==> src/rtl/branch_redirect_ctrl_pkg.sv <==
// Shared definitions for the branch/jump redirect controller: FSM state
// encoding and the performance counter width.
package branch_redirect_ctrl_pkg;

  localparam int CNT_W = 32;

  // RUN: normal issue; JWAIT: JALR held one cycle for its forwarded base;
  // SHADOW: cycle after an EX redirect, where ID holds a wrong-path instruction.
  typedef enum logic [1:0] {
    RUN    = 2'd0,
    JWAIT  = 2'd1,
    SHADOW = 2'd2
  } redir_state_e;

endpackage

==> src/rtl/branch_redirect_ctrl_perf_counter.sv <==
// Free-running event counter: increments by one on each enabled cycle and
// wraps naturally at 2^DATA_W.
module perf_counter #(
  parameter int DATA_W = 32
) (
  input  logic              clk,
  input  logic              rst,
  input  logic              en,
  output logic [DATA_W-1:0] count
);

  // Count enabled cycles; cleared asynchronously by reset.
  always_ff @(posedge clk or posedge rst) begin
    if (rst) begin
      count <= '0;
    end else if (en) begin
      count <= count + DATA_W'(1);
    end
  end

endmodule

==> src/rtl/branch_redirect_ctrl.sv <==
// Branch/jump redirect controller. Chooses the PC offset source (EX branch,
// ID JAL, ID JALR), raises pipeline flushes and stalls, and handles the JALR
// load-use hazard and the wrong-path shadow after an EX redirect. Only the
// FSM state and the two performance counters are registered.
module branch_redirect_ctrl
  import branch_redirect_ctrl_pkg::*;
(
  input  logic        clk,
  input  logic        rst,
  input  logic        id_valid,
  input  logic        jal_ID,
  input  logic        jalr_ID,
  input  logic [4:0]  rs1_ID,
  input  logic        branch_EX,
  input  logic        taken_EX,
  input  logic [4:0]  rd_EX,
  input  logic        memread_EX,
  output logic        B_JUMP,
  output logic        jal,
  output logic        jalr,
  output logic        pc_redirect,
  output logic        flush_IF_ID,
  output logic        flush_ID_EX,
  output logic        stall_PC,
  output logic        stall_IF_ID,
  output logic [31:0] redirect_cnt,
  output logic [31:0] stall_cnt
);

  redir_state_e state, state_nxt;

  logic ex_take;
  logic id_jal;
  logic id_jalr;
  logic hazard;
  logic sel_b;
  logic sel_jal;
  logic sel_jalr;
  logic stall;

  // An illegal JAL+JALR decode is treated as JAL, so JALR only counts alone.
  assign ex_take = branch_EX & taken_EX;
  assign id_jal  = jal_ID & id_valid;
  assign id_jalr = jalr_ID & ~jal_ID & id_valid;
  assign hazard  = id_jalr & memread_EX & (rd_EX == rs1_ID) & (rd_EX != 5'd0);

  // State register.
  always_ff @(posedge clk or posedge rst) begin
    if (rst) begin
      state <= RUN;
    end else begin
      state <= state_nxt;
    end
  end

  // Next state and offset-select / stall decisions; EX redirect outranks
  // anything decoded in ID, and reset silences every control output.
  always_comb begin
    state_nxt = state;
    sel_b     = 1'b0;
    sel_jal   = 1'b0;
    sel_jalr  = 1'b0;
    stall     = 1'b0;
    if (rst) begin
      state_nxt = RUN;
    end else if (ex_take) begin
      sel_b     = 1'b1;
      state_nxt = SHADOW;
    end else begin
      case (state)
        RUN: begin
          if (hazard) begin
            stall     = 1'b1;
            state_nxt = JWAIT;
          end else if (id_jal) begin
            sel_jal = 1'b1;
          end else if (id_jalr) begin
            sel_jalr = 1'b1;
          end
        end
        JWAIT: begin
          // The load has left EX, so the base is now forwardable.
          state_nxt = RUN;
          if (id_jal) begin
            sel_jal = 1'b1;
          end else if (id_jalr) begin
            sel_jalr = 1'b1;
          end
        end
        SHADOW: begin
          state_nxt = RUN;
        end
        default: begin
          state_nxt = RUN;
        end
      endcase
    end
  end

  // Output mapping: a branch squashes both younger stages, an ID jump only
  // the fetched one; a stall holds PC/IF_ID and bubbles ID_EX.
  assign B_JUMP      = sel_b;
  assign jal         = sel_jal;
  assign jalr        = sel_jalr;
  assign pc_redirect = sel_b | sel_jal | sel_jalr;
  assign flush_IF_ID = sel_b | sel_jal | sel_jalr;
  assign flush_ID_EX = sel_b | stall;
  assign stall_PC    = stall;
  assign stall_IF_ID = stall;

  perf_counter #(
    .DATA_W (CNT_W)
  ) u_redirect_cnt (
    .clk   (clk),
    .rst   (rst),
    .en    (pc_redirect),
    .count (redirect_cnt)
  );

  perf_counter #(
    .DATA_W (CNT_W)
  ) u_stall_cnt (
    .clk   (clk),
    .rst   (rst),
    .en    (stall_PC),
    .count (stall_cnt)
  );

endmodule

==> config.mk <==
export PLATFORM = sky130hd
export DESIGN_NAME = branch_redirect_ctrl
export DESIGN_NICKNAME = d
export VERILOG_FILES = /design/src/rtl/branch_redirect_ctrl_pkg.sv /design/src/rtl/branch_redirect_ctrl_perf_counter.sv /design/src/rtl/branch_redirect_ctrl.sv
export SDC_FILE = /design/constraint.sdc
export NUM_CORES = 1
export LEC_CHECK = 0
export CORE_MARGIN = 5
export CORE_UTILIZATION = 53
export CTS_CLUSTER_DIAMETER = 150
export DETAILED_ROUTE_END_ITERATION = 10
export PLACE_DENSITY = 0.81
export SYNTH_ARGS = -nofsm -noshare
export SYNTH_HDL_FRONTEND = slang
export SYNTH_SLANG_ARGS = --single-unit
==> constraint.sdc <==
create_clock -name clk -period 6.5 [get_ports clk]
set_input_delay 1.3 -clock clk [delete_from_list [all_inputs] [get_ports clk]]
set_output_delay 1.3 -clock clk [all_outputs]
set_load 0.01 [all_outputs]
==> results.ini <==
[place]
portBuffers = 89
gp_congestion = 0.815
hpwl_mm = 5.93

[logic_synthesis]
synth_cell_types = 48
synth.cell_area_um2 = 3590
synth_enable_flop_cells = 0
async_reset_ff_share_pct = 100
syn_avg_cell_area_um2 = 11.1
netlist_top_cells_count = dfrtp_1, xor2_1, xnor2_1, nand2_1, nand3_1
synth_nets = 343
ys_ff_latch = 66
ys_warn_count = 0
ys_top_cells_by_area = dfrtp_1, xor2_1, xnor2_1, nand4_1, nor4_4
synth_top_area_cell = dfrtp_1
ys.flop_type = dfrtp_1
yosysSeqAreaShare_pct = 46.0
netlist_instances = 323
yosysMostFrequentCell = dfrtp_1
netlist.area_leader.share_pct = 46.0

[finish]
layout-drive-gt1-share_pct = 12.9
area_growth_pct = 31.9
multi_input_area_um2 = 1810
antenna_cells = 0
nets = 434
fill_cells = 506
ff_latch_area_um2 = 1650

[global_route]
grt_use_total_pct = 20.9
overflow = 0
grt_max_degree = 67
grt_pass1_wl_mm = 14.2
first_global_vias = 2859
antenna_found_initial = 0

[die]
die_y_um = 92.3
die_w_um = 92.3
core_area_um2 = 6680
rows = 30
io_pins = 90
design.die.area_um2 = 8520
initial_utilization_pct = 53.8

[critical_path]
worstPathRequired_ns = 5.20
r2r-start = u_redirect_cnt.count[0]
crit_top_cell = clkdlybuf4s50_1
endpoint_kind = output port
start_kind = primary input
r2r_end = u_redirect_cnt.count[22]
crit_path_cell_trace = clkdlybuf4s50_1 > and3b_1 > nand2_2 > or4_4 > inv_1 > clkdlybuf4s50_1
rr_worst_depth = 6
cp_slowest_cell = or4_4
crit_family = simple AND/OR/NAND/NOR gates
arrival_ns = 3.65
worstPathMaxFanout = 9
slowest_delay_ns = 0.63
path_class = in2out
worst-path-stages = 6
worst-path-buf-inv = 3
worst-r2r-setup-slack_ns = 4.31

[route]
dr.first_iter.drc_count = 134
vias = 2787
antenna_left = 0
viasPerCell = 5.59
wl_per_cell_um = 16.2
dr.pass1.iters = 4
post-route-drc-count = 0
wirelength_mm = 8.08

[clock_network]
postCtsResizedCells = 0
clockBufferDepth = 2
ctsHoldBuffers = 0
clkLatencyLatePin_ns = 0.35
clkSinkCount = 66
cts_tree = yes
htreeDepth = 3
root_buffer = clkbuf_8
numCtsBuffers = 9
clk_pin_slew_worst_paths_ns = 0.07
post-cts-setup-buffers = 0

[outcome]
status = complete, no violations

[timing]
fin_setup_tns_ns = 0
finalHoldViolCount = 0
max_freq_ghz = 0.202
clock_skew_ns = 0.00711
slew_headroom_pct = 29.0
whs_ns = 0.483
setup_viol = 0
max_slew.worst_pin.slew_ns = 1.06
min_period_over_period_pct = 76.1
layout_min_cycle_time_ns = 4.95
maxSlewViolCount = 0
rsz0062_at_grt = no

[hold_path]
hold_depth = 1
min_path_type = reg2reg
holdPathEnd = u_redirect_cnt.count[31]
hold_path_startpoint = u_redirect_cnt.count[31]

[pwr]
switchingPower_w = 0.000267
seqPwrFrac_pct = 46.9
peakVddDrop_mv = 0.119
internal_power_w = 0.000747
power.density_nw_per_um2 = 214
combinationalPowerShare_pct = 15.2
clkPwrFrac_pct = 37.9
power_leakage_nw = 2.06
sw_frac_of_total_pct = 26.4

[flow_run]
cap_violations = 0

## layer usage
layer  part of all wire, %  vias to the layer above  track usage [%]
li1                      -                     1332                -
met1                    43                     1364             28.1
met2                    50                       75             32.9
met3                   5.1                       16             4.79
met4                   2.1                        0             8.29
met5                     0                        -                0
## placed cells by master (no fill, tap or decap), types with 3 or more instances in the layout
master | synthesis | final
clkdlybuf4s50_1 | 0 | 89
dfrtp_1 | 66 | 66
xor2_1 | 33 | 33
xnor2_1 | 32 | 32
nand2_1 | 20 | 20
nand3_1 | 19 | 19
nand4_1 | 18 | 18
nor3_1 | 15 | 15
and3_1 | 14 | 14
nor2_1 | 13 | 13
inv_1 | 11 | 10
clkbuf_8 | 0 | 10
nor4_2 | 8 | 8
and2_1 | 5 | 5
nor4_4 | 5 | 5
and4_1 | 5 | 5
a211oi_2 | 4 | 4
or2_1 | 3 | 3
o211ai_1 | 3 | 3
buf_4 | 3 | 3
## layout make-up
| class | instances | area share (%) |
|---|---|---|
| multi-input combinational | 234 | 38.3 |
| sequential | 66 | 34.8 |
| timing repair buffer | 92 | 19.3 |
| clock buffer | 11 | 2.98 |
| tap | 80 | 2.11 |
| clock inverter | 5 | 1.64 |
| inverter | 11 | 0.871 |
## sequential cells by signal, indices dropped and copies added (netlist names)
register	count
u_redirect_cnt.count	32
u_stall_cnt.count	32
state	2
## worst max-delay path by stage
stage | from | end | slack (ns)
6_report | id_valid | stall_IF_ID | 1.55
2_1_floorplan | rs1_ID[4] | stall_PC | 2.56
3_3_place_gp | id_valid | stall_IF_ID | 1.58
5_1_grt | jal_ID | stall_IF_ID | 1.41
4_1_cts | id_valid | stall_IF_ID | 1.53
3_5_place_dp | id_valid | stall_IF_ID | 1.54
## metrics by stage
step	instances	cell area, um^2	utilization (%)	worst slack [ns]	total power (W)
floorplan	323	3590	-	2.56	0.000546
finish	499	4740	70.9	1.55	0.00101
detailed placement	483	4520	67.7	1.54	0.000637
CTS	499	4740	70.9	1.53	0.00102
global route	499	4740	70.9	1.41	0.00105
global placement	483	4520	67.7	1.58	0.000632
## power groups by stage
| stage | clock network [W] | registers (W) | logic (W) |
|---|---|---|---|
| finish | 0.000385 | 0.000476 | 0.000154 |
| global route | 0.000405 | 0.000483 | 0.000166 |
| CTS | 0.000389 | 0.000476 | 0.000156 |
| detailed placement | 0 | 0.000483 | 0.000154 |
| global placement | 0 | 0.000481 | 0.000150 |
| floorplan | 0 | 0.000488 | 0.0000583 |
## cell families (layout without fill, tap and decap cells)
family / count (synthesis) / count (layout) / share of synthesized area, %
compound gates: 15 / 15 / 4.28
xor+xnor: 66 / 66 / 16.3
fa+ha+maj: 2 / 2 / 0.697
buf+inv: 23 / 119 / 3.52
flops: 66 / 66 / 46.0
mux: 2 / 2 / 0.731
simple gates: 149 / 149 / 28.5
No activity file was read; power rests on OpenSTA's default activity.
==> variant 1, RTL diff (same flow settings) <==
Encoding of `redir_state_e`: now one-hot (3 bits for 3 states).
--- a/src/rtl/branch_redirect_ctrl_pkg.sv
+++ b/src/rtl/branch_redirect_ctrl_pkg.sv
@@ -6,10 +6,10 @@
 
   // RUN: normal issue; JWAIT: JALR held one cycle for its forwarded base;
   // SHADOW: cycle after an EX redirect, where ID holds a wrong-path instruction.
-  typedef enum logic [1:0] {
-    RUN    = 2'd0,
-    JWAIT  = 2'd1,
-    SHADOW = 2'd2
+  typedef enum logic [2:0] {
+    RUN    = 3'b001,
+    JWAIT  = 3'b010,
+    SHADOW = 3'b100
   } redir_state_e;
 
 endpackage
Function: same outputs for any inputs over 10 cycles, from zero or initial values and one cycle with rst high; not proved beyond that.
==> variant 1 against the unedited design <==
- via count is 2.4% lower
- sequential cell count is 1 higher
- area after synthesis is 4.0% lower
- final area is 3.1% lower
- die area is 3.6% lower
- sequential power is 1% lower
- global-route usage is 1.4 points lower
- critical path type unchanged
- wire length is 4.2% lower
- worst setup slack better by 0.011 ns
- total power is 9.9% lower
==> variant 1: results (changes against the unedited design) <==
{
  "outcome": {
    "result_of_the_run": "complete, no violations"
  },
  "sta": {
    "hold-worst-slack": {"value": 0.4631, "unit": "ns", "change": "-0.01954 ns"}
  },
  "hold_path": {
    "min_delay_worst_endpoint": "u_stall_cnt.count[31]",
    "min-delay-start": "u_stall_cnt.count[31]"
  },
  "pwr": {
    "switching_power": {"value": 234.5, "unit": "uW", "change": "-12%"},
    "vdd_ir_drop_max": {"value": 182.2, "unit": "uV", "change": "+54%"},
    "powerClk": {"value": 313, "unit": "uW", "change": "-19%"},
    "p_clk_share": {"value": 34.2, "unit": "%", "change": "-3.7 points"},
    "p_leak": {"value": 1.945, "unit": "nW", "change": "-5.5%"},
    "p_seq": {"value": 470, "unit": "uW", "change": "-1%"}
  },
  "finish": {
    "design.final.nets": {"value": 433, "change": "-0.23%"},
    "final_layout_size_suffix_gt1_share": {"value": 10.31, "unit": "%", "change": "-2.6 points"},
    "largestRegisters": "u_redirect_cnt.count (32), u_stall_cnt.count (32), state (3)"
  },
  "grt": {
    "grt.total_usage": {"value": 19.57, "unit": "%", "change": "-1.4 points"},
    "grt_start_max_net_pins": {"value": 68, "change": "+1.5%"}
  },
  "routing": {
    "avgViaCountPerCell": {"value": 5.508, "change": "-1.4%"},
    "initialDrtViolationCount": {"value": 136, "change": "+1.5%"},
    "num_vias": {"value": 2721, "change": "-2.4%"},
    "first_pass_iters": {"value": 5, "change": "+1"}
  },
  "synthesis": {
    "netlist_top_cells_count": "66 x dfrtp_1, 35 x xor2_1, 31 x xnor2_1",
    "synth_xor_area_share": {"value": 17.24, "unit": "%", "change": "+0.93 points"},
    "synth_compound_gate_area_share": {"value": 1.887, "unit": "%", "change": "-2.4 points"},
    "ys_seq_area_share": {"value": 48.66, "unit": "%", "change": "+2.7 points"},
    "syn_nets": {"value": 339, "change": "-1.2%"},
    "synth_cell_types": {"value": 44, "change": "-8.3%"},
    "synth_area_per_cell": {"value": 10.81, "unit": "sq um", "change": "-2.8%"},
    "synth.mux.area_fraction": {"value": 0.6531, "unit": "%", "change": "-0.078 points"},
    "synth_adder_area_share": {"value": 0.7257, "unit": "%", "change": "+0.029 points"}
  },
  "worst_setup_path": {
    "reg2reg_to": "u_stall_cnt.count[27]",
    "critical_path.endpoint": "flush_IF_ID",
    "worstRegToRegCells": {"value": 5, "change": "-1"},
    "critPathLaunch": "rs1_ID[0]",
    "r2r_setup_slack": {"value": 3.92, "unit": "ns", "change": "-0.39 ns"}
  },
  "place": {
    "place_worst_setup_slack": {"value": 1.579, "unit": "ns", "change": "+0.03891 ns"},
    "placedInstanceArea": {"value": 4413, "unit": "sq um", "change": "-2.4%"}
  }
}
[variant 1: changes by cell type in the layout (fill, tap and decap cells not counted), moves of 4 or more]
cell,unedited run,this run
and3_1,14,5
nor4_1,2,11
nand3_1,19,25
nor3_2,0,6
nand2_1,20,25
a211oi_2,4,0
nor4_4,5,1
[variant 1: critical path: stages]
cell,delay [ns]
clkdlybuf4s50_1,0.44
nor4_1,0.37
o21a_1,0.36
nor4_4,0.08
buf_4,0.21
nor2_1,0.26
clkdlybuf4s50_1,0.61
[variant 1: layout make-up]
type	count	area, sq um
fill	496	1758
multi-input combinational	234	1692
sequential	67	1678
timing repair buffer	92	913.4
clock buffer	13	168.9
tap	77	96.34
inverter	9	33.78
clock inverter	2	10.01
[variant 1: routing by layer]
metal  GRT usage (%)  up-vias  part of all wire [%]
met5               0        -                     0
met4           8.065        0                   1.6
met3           4.833       13                   5.5
met2           30.45       68                    48
met1           26.02     1310                    45
li1                -     1330                     -
==> variant 2, RTL diff (same settings) <==
Without the edit above. Register the output `redirect_cnt`, cleared by the reset; this adds one clock of latency there. The other outputs are not delayed to match.
--- a/src/rtl/branch_redirect_ctrl.sv
+++ b/src/rtl/branch_redirect_ctrl.sv
@@ -26,6 +26,8 @@
   output logic [31:0] redirect_cnt,
   output logic [31:0] stall_cnt
 );
+
+  logic [31:0] redirect_cnt_d;
 
   redir_state_e state, state_nxt;
 
@@ -114,7 +116,7 @@
     .clk   (clk),
     .rst   (rst),
     .en    (pc_redirect),
-    .count (redirect_cnt)
+    .count (redirect_cnt_d)
   );
 
   perf_counter #(
@@ -126,5 +128,13 @@
     .count (stall_cnt)
   );
 
+  always_ff @(posedge clk or posedge rst) begin
+    if (rst) begin
+      redirect_cnt <= '0;
+    end else begin
+      redirect_cnt <= redirect_cnt_d;
+    end
+  end
+
 endmodule
 
Function: changed (Yosys sat finds a counterexample within 4 cycles, from zero or initial values and one cycle with rst high).
==> variant 2 against the unedited design <==
- final area is 15% higher
- area after synthesis is 20% higher
- register-to-register slack worse by 0.28 ns
- clock power is 3% lower
- clock skew is 0.0022 ns higher
- worst setup slack worse by 0.22 ns
- wire length is 14% higher
- global-route usage is 1.6 points lower
- critical path depth stayed put
- sequential cell count is 32 higher
- maximum frequency is 4.3% lower
- total power is 24% higher
- critical path type unchanged
- critical endpoint unchanged
- largest power group unchanged
- highest routed layer unchanged
==> variant 2: results (changes against the unedited design) <==
{
  "synthesis": {
    "synth_area_per_cell": {"value": 11.30, "unit": "sq um", "change": "+1.6%"},
    "ys_top_cells_by_area": "dfrtp_1 57%, xor2_1 11%, nor4_1 3.6%, nand2_1 3.1%, nand3_1 2.6%",
    "syn_nets": {"value": 402, "change": "+17%"}
  },
  "worst_setup_path": {
    "arrival_time_at_the_worst_endpoint": {"value": 3.87, "unit": "ns", "change": "+0.22 ns"},
    "crit_path_max_fanout": {"value": 17, "change": "+8"},
    "critical_path.top_delay_family": "buffers and inverters",
    "critical_path.max_stage_delay": {"value": 0.65, "unit": "ns", "change": "+0.02 ns"}
  },
  "routing": {
    "avgRoutedWirePerCell": {"value": 15.88, "unit": "microns", "change": "-1.9%"},
    "initialDrtViolationCount": {"value": 141, "change": "+5.2%"}
  },
  "finish": {
    "design.final.nets": {"value": 488, "change": "+12%"},
    "largestRegisters": "redirect_cnt (32), u_redirect_cnt.count (32), u_stall_cnt.count (32)",
    "final_layout_size_suffix_gt1_share": {"value": 6.765, "unit": "%", "change": "-6.1 points"},
    "fillerInstances": {"value": 624, "change": "+23%"}
  },
  "grt": {
    "grt_start_max_net_pins": {"value": 65, "change": "-3.0%"},
    "grt.total_usage": {"value": 19.36, "unit": "%", "change": "-1.6 points"},
    "number_of_global_route_vias_before_repair": {"value": 3187, "change": "+11%"}
  },
  "outcome": {
    "result_of_the_run": "complete, no violations"
  },
  "place": {
    "place_congestion": {"value": 0.9003, "change": "+10%"},
    "place_worst_setup_slack": {"value": 1.328, "unit": "ns", "change": "-0.2118 ns"},
    "hpwlAfterDp": {"value": 6633, "unit": "microns", "change": "+12%"}
  },
  "sta": {
    "max_slew.worst_pin.slew": {"value": 0.7752, "unit": "ns", "change": "-0.2853 ns"},
    "fin_worst_skew": {"value": 0.009301, "unit": "ns", "change": "+0.002189 ns"}
  },
  "clock_network": {
    "clock_pin_slew_of_the_registers_on_the_worst_case_setup_and_hold_paths": {"value": 0.09, "unit": "ns", "change": "+0.02 ns"}
  },
  "pwr": {
    "p_leak": {"value": 2.554, "unit": "nW", "change": "+24%"},
    "vdd_ir_drop_max": {"value": 142.6, "unit": "uV", "change": "+20%"}
  }
}
==> variant 2: kinds of logic after synthesis <==
logic type / count (synthesis) / synth area share (%)
buf+inv: 24 / 2.870
simple gates: 177 / 23.89
compound gates: 17 / 2.784
xor+xnor: 63 / 12.79
flops: 98 / 56.83
mux: 1 / 0.2609
fa+ha+maj: 2 / 0.5798
==> variant 2: layout make-up <==
type | count | area [sq um] | share of cell area, %
Inverter | 8 | 31.28 | 0.5735
Timing Repair Buffer | 91 | 905.9 | 16.61
Clock buffer | 9 | 123.9 | 2.271
Tap cell | 105 | 131.4 | 2.409
Sequential cell | 98 | 2452 | 44.96
Clock inverter | 7 | 61.31 | 1.124
Multi-Input combinational cell | 260 | 1748 | 32.05
==> variant 2: worst paths after layout <==
path / start / to / slack, ns / cells after the start
setup reg to reg: state[1] / u_redirect_cnt.count[19] / 4.03 / 5
min in group asynchronous: rst / u_stall_cnt.count[17] / 1.53 / 2
hold reg to reg: u_redirect_cnt.count[31] / redirect_cnt[31] / 0.41 / 0
hold / removal: u_redirect_cnt.count[31] / redirect_cnt[31] / 0.41 / 0
setup / recovery: memread_EX / stall_IF_ID / 1.33 / 6
max in group asynchronous: rst / u_redirect_cnt.count[11] / 3.79 / 3
==> variant 2: routing by layer <==
metal	share of wire, %	GRT usage, %	up-vias
met5	0	0	-
met2	47	30.02	131
met4	1.8	7.150	0
li1	-	-	1518
met3	8.6	6.324	16
met1	43	25.52	1571
==> variant 2: power by group <==
| group | leakage, nW | internal (mW) | switching (mW) |
|---|---|---|---|
| registers | 1.29 | 0.653 | 0.0389 |
| logic | 1.17 | 0.0876 | 0.105 |
| clock network | 0.0936 | 0.147 | 0.226 |
| total | 2.55 | 0.887 | 0.370 |
